`config.mk`:
```
export PLATFORM = sky130hd
export DESIGN_NAME = ir_nec_rx_flat
export DESIGN_NICKNAME = d
export VERILOG_FILES = /design/src/rtl/ir_nec_rx_if.sv /design/src/rtl/ir_nec_rx.sv /design/src/flat_wrapper.sv
export SDC_FILE = /design/constraint.sdc
export NUM_CORES = 1
export LEC_CHECK = 0
export BUFFER_PORTS_ARGS = -buffer_cell sky130_fd_sc_hd__buf_2
export CAP_MARGIN = 10
export CORE_AREA = 2 2 85 120
export CTS_BUF_LIST = sky130_fd_sc_hd__clkbuf_8
export DETAILED_ROUTE_END_ITERATION = 10
export DIE_AREA = 0 0 87 122
export GPL_TIMING_DRIVEN = 0
export PLACE_DENSITY = 0.63
export SYNTH_ARGS = -nofsm -noshare
export SYNTH_HDL_FRONTEND = slang
export SYNTH_SLANG_ARGS = --single-unit
```
`constraint.sdc`:
```
create_clock -name clk -period 3 [get_ports clk]
set_input_delay 0.45 -clock clk [delete_from_list [all_inputs] [get_ports clk]]
set_output_delay 0.45 -clock clk [all_outputs]
set_load 0.01 [all_outputs]
```
`src/rtl/ir_nec_rx_if.sv`:
```
`default_nettype none
// ============================================================================
// Module   : ir_nec_rx_if
// Brief    : IR line input and decoded frame/key outputs of ir_nec_rx.
// Revision : 1.0
// ============================================================================
interface ir_nec_rx_if #(
    parameter int NUM_KEYS = 4
);
    logic                ir_in;
    logic                frame_valid;
    logic                repeat_valid;
    logic                frame_err;
    logic [15:0]         addr;
    logic [7:0]          cmd;
    logic [NUM_KEYS-1:0] key_n;

    modport master (
        output ir_in,
        input  frame_valid, repeat_valid, frame_err, addr, cmd, key_n
    );

    modport slave (
        input  ir_in,
        output frame_valid, repeat_valid, frame_err, addr, cmd, key_n
    );
endinterface
`default_nettype wire

```
`src/rtl/ir_nec_rx.sv`:
```
`default_nettype none
// ============================================================================
// Module   : ir_nec_rx
// Brief    : NEC infrared frame/repeat decoder with programmable key strobes.
// Revision : 1.0
// ============================================================================
module ir_nec_rx #(
    parameter int                  TICK_DIV       = 500,
    parameter int                  CNT_W          = 11,
    parameter int                  LEAD_LOW_MIN   = 800,
    parameter int                  LEAD_HIGH_MIN  = 400,
    parameter int                  REP_HIGH_MIN   = 180,
    parameter int                  BIT_LOW_MIN    = 40,
    parameter int                  BIT_LOW_MAX    = 75,
    parameter int                  ZERO_MAX       = 90,
    parameter int                  ONE_MAX        = 200,
    parameter int                  TIMEOUT        = 1200,
    parameter int                  CHECK_ADDR     = 1,
    parameter logic [7:0]          DEV_ADDR       = 8'h00,
    parameter int                  NUM_KEYS       = 4,
    parameter logic [8*NUM_KEYS-1:0] KEY_CODES    = 32'h1217_1814,
    parameter int                  KEY_HOLD       = 1,
    parameter int                  REPEAT_EN      = 1
) (
    input  logic        clk,
    input  logic        rst,
    ir_nec_rx_if.slave  bus
);

    localparam int c_div_w  = (TICK_DIV > 1) ? $clog2(TICK_DIV) : 1;
    localparam int c_hold_w = (KEY_HOLD > 1) ? $clog2(KEY_HOLD) : 1;

    localparam logic [c_div_w-1:0]  c_div_last      = c_div_w'(TICK_DIV - 1);
    localparam logic [c_hold_w-1:0] c_hold_init     = c_hold_w'(KEY_HOLD - 1);
    localparam logic [CNT_W-1:0]    c_cnt_max       = '1;
    localparam logic [CNT_W-1:0]    c_lead_low_min  = CNT_W'(LEAD_LOW_MIN);
    localparam logic [CNT_W-1:0]    c_lead_high_min = CNT_W'(LEAD_HIGH_MIN);
    localparam logic [CNT_W-1:0]    c_rep_high_min  = CNT_W'(REP_HIGH_MIN);
    localparam logic [CNT_W-1:0]    c_bit_low_min   = CNT_W'(BIT_LOW_MIN);
    localparam logic [CNT_W-1:0]    c_bit_low_max   = CNT_W'(BIT_LOW_MAX);
    localparam logic [CNT_W-1:0]    c_zero_max      = CNT_W'(ZERO_MAX);
    localparam logic [CNT_W-1:0]    c_one_max       = CNT_W'(ONE_MAX);
    localparam logic [CNT_W-1:0]    c_timeout       = CNT_W'(TIMEOUT);

    localparam logic [2:0] S_IDLE      = 3'd0;
    localparam logic [2:0] S_LEAD_LOW  = 3'd1;
    localparam logic [2:0] S_LEAD_HIGH = 3'd2;
    localparam logic [2:0] S_BIT_LOW   = 3'd3;
    localparam logic [2:0] S_BIT_HIGH  = 3'd4;
    localparam logic [2:0] S_CHECK     = 3'd5;

    logic [1:0]          r_sync;
    logic                r_ir_d;
    logic                r_fall;
    logic                r_rise;
    logic [c_div_w-1:0]  r_div;
    logic                w_tick;
    logic [2:0]          r_state;
    logic [2:0]          w_state_nx;
    logic [CNT_W-1:0]    r_cnt;
    logic [31:0]         r_shift;
    logic [4:0]          r_bidx;
    logic                r_last_ok;
    logic                r_frame_valid;
    logic                r_repeat_valid;
    logic                r_frame_err;
    logic [15:0]         r_addr;
    logic [7:0]          r_cmd;
    logic [NUM_KEYS-1:0] r_key_n;
    logic [c_hold_w-1:0] r_hold [NUM_KEYS];
    logic [NUM_KEYS-1:0] w_fire;
    logic                w_trig;
    logic                w_fv;
    logic                w_rv;
    logic                w_fe;
    logic                w_bit_we;
    logic                w_bit_val;
    logic                w_check_ok;

    // Synchroniser resets to the idle-high level so release never fakes an edge.
    always_ff @(posedge clk or posedge rst) begin
        if (rst) begin
            r_sync <= 2'b11;
            r_ir_d <= 1'b1;
            r_fall <= 1'b0;
            r_rise <= 1'b0;
        end else begin
            r_sync <= {r_sync[0], bus.ir_in};
            r_ir_d <= r_sync[1];
            r_fall <= r_ir_d & ~r_sync[1];
            r_rise <= ~r_ir_d & r_sync[1];
        end
    end

    assign w_tick = (r_div == c_div_last);

    always_ff @(posedge clk or posedge rst) begin
        if (rst) begin
            r_div   <= '0;
            r_state <= S_IDLE;
            r_cnt   <= '0;
        end else begin
            r_div   <= w_tick ? '0 : r_div + 1'b1;
            r_state <= w_state_nx;
            if (w_state_nx != r_state)
                r_cnt <= '0;
            else if (w_tick && r_cnt != c_cnt_max)
                r_cnt <= r_cnt + 1'b1;
        end
    end

    assign w_check_ok = (r_shift[31:24] == ~r_shift[23:16]) &&
                        ((CHECK_ADDR == 0) || (r_shift[15:8] == ~r_shift[7:0]));

    always_comb begin
        w_state_nx = r_state;
        w_fv       = 1'b0;
        w_rv       = 1'b0;
        w_fe       = 1'b0;
        w_bit_we   = 1'b0;
        w_bit_val  = (r_cnt > c_zero_max);
        if (r_state != S_IDLE && r_state != S_CHECK && r_cnt >= c_timeout) begin
            w_state_nx = S_IDLE;
            w_fe       = (r_state == S_BIT_LOW) || (r_state == S_BIT_HIGH);
        end else begin
            case (r_state)
                S_IDLE: if (r_fall) w_state_nx = S_LEAD_LOW;
                S_LEAD_LOW: if (r_rise)
                    w_state_nx = (r_cnt >= c_lead_low_min) ? S_LEAD_HIGH : S_IDLE;
                S_LEAD_HIGH: if (r_fall) begin
                    if (r_cnt >= c_lead_high_min) begin
                        w_state_nx = S_BIT_LOW;
                    end else begin
                        w_state_nx = S_IDLE;
                        w_rv       = r_last_ok && (r_cnt >= c_rep_high_min);
                    end
                end
                S_BIT_LOW: if (r_rise) begin
                    if (r_cnt >= c_bit_low_min && r_cnt <= c_bit_low_max) begin
                        w_state_nx = S_BIT_HIGH;
                    end else begin
                        w_state_nx = S_IDLE;
                        w_fe       = 1'b1;
                    end
                end
                // An over-long high is rejected as soon as it exceeds the 1 window.
                S_BIT_HIGH: begin
                    if (r_cnt > c_one_max || (r_fall && r_cnt < c_bit_low_min)) begin
                        w_state_nx = S_IDLE;
                        w_fe       = 1'b1;
                    end else if (r_fall) begin
                        w_bit_we   = 1'b1;
                        w_state_nx = (r_bidx == 5'd31) ? S_CHECK : S_BIT_LOW;
                    end
                end
                S_CHECK: begin
                    w_state_nx = S_IDLE;
                    w_fv       = w_check_ok;
                    w_fe       = ~w_check_ok;
                end
                default: w_state_nx = S_IDLE;
            endcase
        end
    end

    always_ff @(posedge clk or posedge rst) begin
        if (rst) begin
            r_shift        <= '0;
            r_bidx         <= '0;
            r_last_ok      <= 1'b0;
            r_frame_valid  <= 1'b0;
            r_repeat_valid <= 1'b0;
            r_frame_err    <= 1'b0;
            r_addr         <= '0;
            r_cmd          <= '0;
        end else begin
            if (r_state == S_LEAD_HIGH && w_state_nx == S_BIT_LOW) begin
                r_bidx <= '0;
            end else if (w_bit_we) begin
                r_shift[r_bidx] <= w_bit_val;
                r_bidx          <= r_bidx + 1'b1;
            end
            r_frame_valid  <= w_fv;
            r_repeat_valid <= w_rv;
            r_frame_err    <= w_fe;
            if (w_fv) begin
                r_addr    <= (CHECK_ADDR != 0) ? {8'h00, r_shift[7:0]} : r_shift[15:0];
                r_cmd     <= r_shift[23:16];
                r_last_ok <= 1'b1;
            end else if (w_fe) begin
                r_last_ok <= 1'b0;
            end
        end
    end

    // Keys fire from the registered pulse so addr/cmd already hold the new frame.
    assign w_trig = r_frame_valid || ((REPEAT_EN != 0) && r_repeat_valid);

    always_comb begin
        w_fire = '0;
        for (int i = 0; i < NUM_KEYS; i++)
            w_fire[i] = w_trig && (r_addr[7:0] == DEV_ADDR) &&
                        (r_cmd == KEY_CODES[8*i +: 8]);
    end

    always_ff @(posedge clk or posedge rst) begin
        if (rst) begin
            r_key_n <= '1;
            for (int i = 0; i < NUM_KEYS; i++)
                r_hold[i] <= '0;
        end else begin
            for (int i = 0; i < NUM_KEYS; i++) begin
                if (w_fire[i]) begin
                    r_key_n[i] <= 1'b0;
                    r_hold[i]  <= c_hold_init;
                end else if (r_hold[i] != '0) begin
                    r_key_n[i] <= 1'b0;
                    r_hold[i]  <= r_hold[i] - 1'b1;
                end else begin
                    r_key_n[i] <= 1'b1;
                end
            end
        end
    end

    assign bus.frame_valid  = r_frame_valid;
    assign bus.repeat_valid = r_repeat_valid;
    assign bus.frame_err    = r_frame_err;
    assign bus.addr         = r_addr;
    assign bus.cmd          = r_cmd;
    assign bus.key_n        = r_key_n;

endmodule
`default_nettype wire

```
`src/flat_wrapper.sv`:
```
// flat-port wrapper written by rule: the top's interface ports become plain ports
module ir_nec_rx_flat 
#(
    parameter int                  TICK_DIV       = 500,
    parameter int                  CNT_W          = 11,
    parameter int                  LEAD_LOW_MIN   = 800,
    parameter int                  LEAD_HIGH_MIN  = 400,
    parameter int                  REP_HIGH_MIN   = 180,
    parameter int                  BIT_LOW_MIN    = 40,
    parameter int                  BIT_LOW_MAX    = 75,
    parameter int                  ZERO_MAX       = 90,
    parameter int                  ONE_MAX        = 200,
    parameter int                  TIMEOUT        = 1200,
    parameter int                  CHECK_ADDR     = 1,
    parameter logic [7:0]          DEV_ADDR       = 8'h00,
    parameter int                  NUM_KEYS       = 4,
    parameter logic [8*NUM_KEYS-1:0] KEY_CODES    = 32'h1217_1814,
    parameter int                  KEY_HOLD       = 1,
    parameter int                  REPEAT_EN      = 1
)
  (clk, rst, bus_ir_in, bus_frame_valid, bus_repeat_valid, bus_frame_err, bus_addr, bus_cmd, bus_key_n);
  ir_nec_rx_if #(.NUM_KEYS(NUM_KEYS)) bus_i ();
  input  logic clk;
  input  logic rst;
  input wire logic [$bits(bus_i.ir_in)-1:0] bus_ir_in;
  output wire logic [$bits(bus_i.frame_valid)-1:0] bus_frame_valid;
  output wire logic [$bits(bus_i.repeat_valid)-1:0] bus_repeat_valid;
  output wire logic [$bits(bus_i.frame_err)-1:0] bus_frame_err;
  output wire logic [$bits(bus_i.addr)-1:0] bus_addr;
  output wire logic [$bits(bus_i.cmd)-1:0] bus_cmd;
  output wire logic [$bits(bus_i.key_n)-1:0] bus_key_n;
  assign bus_i.ir_in = bus_ir_in;
  assign bus_frame_valid = bus_i.frame_valid;
  assign bus_repeat_valid = bus_i.repeat_valid;
  assign bus_frame_err = bus_i.frame_err;
  assign bus_addr = bus_i.addr;
  assign bus_cmd = bus_i.cmd;
  assign bus_key_n = bus_i.key_n;
  ir_nec_rx #(.TICK_DIV(TICK_DIV), .CNT_W(CNT_W), .LEAD_LOW_MIN(LEAD_LOW_MIN), .LEAD_HIGH_MIN(LEAD_HIGH_MIN), .REP_HIGH_MIN(REP_HIGH_MIN), .BIT_LOW_MIN(BIT_LOW_MIN), .BIT_LOW_MAX(BIT_LOW_MAX), .ZERO_MAX(ZERO_MAX), .ONE_MAX(ONE_MAX), .TIMEOUT(TIMEOUT), .CHECK_ADDR(CHECK_ADDR), .DEV_ADDR(DEV_ADDR), .NUM_KEYS(NUM_KEYS), .KEY_CODES(KEY_CODES), .KEY_HOLD(KEY_HOLD), .REPEAT_EN(REPEAT_EN)) u_core (.clk(clk), .rst(rst), .bus(bus_i));
endmodule
```
==> flow_metrics.py <==
metrics = {
    "clocking": {
        "cts-buffers-inserted": 9,
        "clk_transition_reported_paths_ps": 100,
        "clock_path_buffers": 2,
        "htree_num_levels": 3,
        "clockRootBuffer": "sky130_fd_sc_hd__clkbuf_8",
        "cts_tree": "done",
        "post_cts_hold_buffer_count": 0,
        "clock_latency_ps": 370,
        "post-cts-setup-buffer-count": 0,
        "cts_sinks": 89,
        "post_cts_resize_count": 0,
    },
    "finish": {
        "area_delta_synth_final_pct": 11.80,
        "layout_commonest_cell": "sky130_fd_sc_hd__dfrtp_1",
        "layout_common_cells": "sky130_fd_sc_hd__dfrtp_1, sky130_fd_sc_hd__o21ai_0, sky130_fd_sc_hd__buf_2, sky130_fd_sc_hd__o31ai_1, sky130_fd_sc_hd__nor2_1",
        "layout_cells_sized_above_1_pct": 19.92,
        "final_design_area_no_fill_mm2": 0.005016,
        "diodes_inserted": 0,
        "final_core_utilization_pct": 52.09,
        "design.final.nets": 488,
    },
    "worst_setup_path": {
        "cp_cell_sequence": "xor2_1 > nand4_1 > nor4_1 > and3_1 > buf_2 > buf_2 > mux2_2",
        "critical_path.endpoint_type": "flop",
        "worst_stage_delay_on_the_critical_path_ps": 500,
        "path_class": "flop to flop",
        "critical_path_required_ps": 3250,
        "cp_data_arrival_time_ps": 2790,
        "critical_path.n_buffers_inverters": 2,
        "startpoint_type": "flop",
        "worst_path_max_delay_cell": "sky130_fd_sc_hd__nor4_1",
        "critical-path-top-delay-family": "simple AND/OR/NAND/NOR gates",
        "largest_fanout_on_the_critical_path": 10,
        "timing.critical_path.mode_cell": "sky130_fd_sc_hd__buf_2",
    },
    "synthesis": {
        "synthFlopType": "sky130_fd_sc_hd__dfrtp_1",
        "synth_largest_area_cell": "sky130_fd_sc_hd__dfrtp_1",
        "synth_register_bits": 89,
        "ys_types": 60,
        "postSynthCellCount": 433,
        "synth_area_leaders": "sky130_fd_sc_hd__dfrtp_1, sky130_fd_sc_hd__o31ai_1, sky130_fd_sc_hd__o21ai_0, sky130_fd_sc_hd__xor2_1, sky130_fd_sc_hd__dfstp_2",
        "synth.yosys.seq_area_share_pct": 49.83,
        "synthArstFlopShare_pct": 100.0,
        "syn_area_mm2": 0.004487,
        "synth.top_cell.area_share_pct": 45.73,
        "synth_edf_count": 0,
        "synthesis.yosys.warnings": 0,
        "post_synth.cell_area_avg_um2": 10.36,
    },
    "sta": {
        "final.period_utilization_pct": 84.62,
        "grt_setup_unrepaired": "false",
        "hold_violations": 0,
        "setup_total_negative_slack_ps": 0,
        "worst_slew_margin_rel_pct": 47.36,
        "drv_slew": 0,
        "setup-violations-final": 0,
        "final.setup.worst_slack_ps": 461.3,
        "fin_skew_ps": 15.10,
        "worst-slew-pin-transition_ps": 782.4,
        "timing.final.crit_period_ps": 2539,
        "fmax_mhz": 393.9,
    },
    "floorplanning": {
        "die_w_um": 87,
        "initial_core_util_pct": 46.59,
        "pin_count": 34,
        "core_area_mm2": 0.009630,
        "die-height_um": 122,
        "core.rowCount": 43,
        "fp.dieArea_mm2": 0.01061,
    },
    "power_and_ir_drop": {
        "power.density_mw_per_mm2": 433.7,
        "vdd_ir_drop_max_mv": 0.2174,
        "power.static_leakage_nw": 2.296,
    },
    "drt": {
        "post-route-drc-count": 0,
        "avgRoutedWirePerCell_um": 16.55,
        "route.final.wire_length_mm": 9.832,
        "drt.antenna.violating_nets": 0,
        "drtPass1Iterations": 5,
        "detail_route.vias_per_cell": 5.700,
        "dr.first_iter.drc_count": 209,
        "num_vias": 3386,
    },
    "grt": {
        "antenna_found_initial": 0,
        "first_pass_grt_wire_length_mm": 16.19,
        "global_route.usage.total_pct": 19.68,
        "number_of_global_route_vias_before_repair": 3233,
        "gr-total-overflow": 0,
        "grt_max_degree": 46,
    },
    "worst_hold_path": {
        "worstHoldPathType": "input port to async pin",
    },
    "placed_design": {
        "finalWeightedCongestion": 0.8523,
        "dpl_cell_area_mm2": 0.004808,
        "pre_cts_ws_ps": 435.0,
        "numPortBuffers": 25,
        "place_hpwl_mm": 7.228,
    },
    "run_status": {
        "run_status": "complete, no violations",
    },
    "job": {
        "max-cap-violations": 0,
    },
}
==> cell families after synthesis <==
logic type / Yosys count / synth area share (%)
compound gates: 105 / 15.39
xor+xnor: 32 / 6.246
fa+ha+maj: 9 / 2.454
buf+inv: 49 / 5.410
flops: 89 / 49.83
mux: 19 / 4.796
other cells: 1 / 0.08358
simple gates: 129 / 15.78
==> worst reg2reg max path, cell delays in order, from the launching register on <==
cell                      delay [ps]
sky130_fd_sc_hd__dfrtp_1         430
sky130_fd_sc_hd__xor2_1          240
sky130_fd_sc_hd__nand4_1         120
sky130_fd_sc_hd__nor4_1          500
sky130_fd_sc_hd__and3_1          220
sky130_fd_sc_hd__buf_2           250
sky130_fd_sc_hd__buf_2           310
sky130_fd_sc_hd__mux2_2          360
==> synth_stat cells (all sizes together) (10+ instances only) <==
cell type	n
dfrtp	82
o21ai	42
o31ai	34
nor2	29
xor2	22
buf	21
mux2	17
nand2	17
clkbuf	16
nor3	14
inv	12
nand3	11
a21oi	10
nand4	10
nor4	10
xnor2	10
==> worst paths after layout <==
kind | start | slack (ps) | end | cells after the start
worst min register to register | u_core.r_sync[0]$_DFF_PP1_ | 360 | u_core.r_sync[1]$_DFF_PP1_ | 0
worst min-delay path | rst | 130 | u_core.bus.cmd[2]$_DFFE_PP0P_ | 2
worst max-delay path | u_core.r_shift[19]$_DFFE_PP0P_ | 460 | u_core.bus.cmd[6]$_DFFE_PP0P_ | 7
max in group asynchronous | rst | 2250 | u_core.r_state[0]$_DFF_PP0_ | 3
worst max register to register | u_core.r_shift[19]$_DFFE_PP0P_ | 460 | u_core.bus.cmd[6]$_DFFE_PP0P_ | 7
min in group clk | bus_ir_in | 170 | u_core.r_sync[0]$_DFF_PP1_ | 1
==> metrics by stage <==
step / total power [mW] / instances / hold WS [ps]
global route: 2.261 / 594 / 147.3
global placement: 1.321 / 577 / 345.9
detailed placement: 1.326 / 578 / 349.0
CTS: 2.204 / 594 / 145.6
floorplan: 1.300 / 440 / 345.2
finish: 2.175 / 594 / 134.4
==> routing by layer <==
layer | wire length [um] | vias up | part of all wire (%) | track usage [%]
met3 | 345 | 13 | 3.5 | 3.252
met4 | 192 | 0 | 2.0 | 7.715
met1 | 4471 | 1657 | 45 | 26.33
li1 | - | 1644 | - | -
met5 | 0 | - | 0 | 0
met2 | 4822 | 72 | 49 | 31.73
==> report_power, final <==
| part | internal [mW] | switching (mW) | leakage, nW |
|---|---|---|---|
| combinational | 0.0264 | 0.0631 | 0.987 |
| clock | 0.402 | 0.470 | 0.108 |
| sequential | 1.21 | 0.00676 | 1.20 |
| total | 1.64 | 0.540 | 2.30 |
==> state kept, by name (all words and copies together) (netlist names), 2 cells and up <==
| name | flops |
|---|---|
| u_core.r_cnt | 11 |
| u_core.r_state | 3 |
| u_core.bus.cmd | 8 |
| u_core.bus.addr | 8 |
| u_core.bus.key_n | 4 |
| u_core.r_shift | 32 |
| u_core.r_bidx | 5 |
| u_core.r_div | 9 |
| u_core.r_sync | 2 |
==> layout make-up <==
class                           count  area [um^2]
Fill cell                         867         4614
Sequential cell                    89         2236
Buffer                             37        197.7
Inverter                           12        47.55
Clock inverter                      7        83.83
Multi-Input combinational cell    302         2034
Tap cell                          112        140.1
Timing Repair Buffer               26        152.6
Clock buffer                        9        123.9
Power figures use the tool's default switching activity.
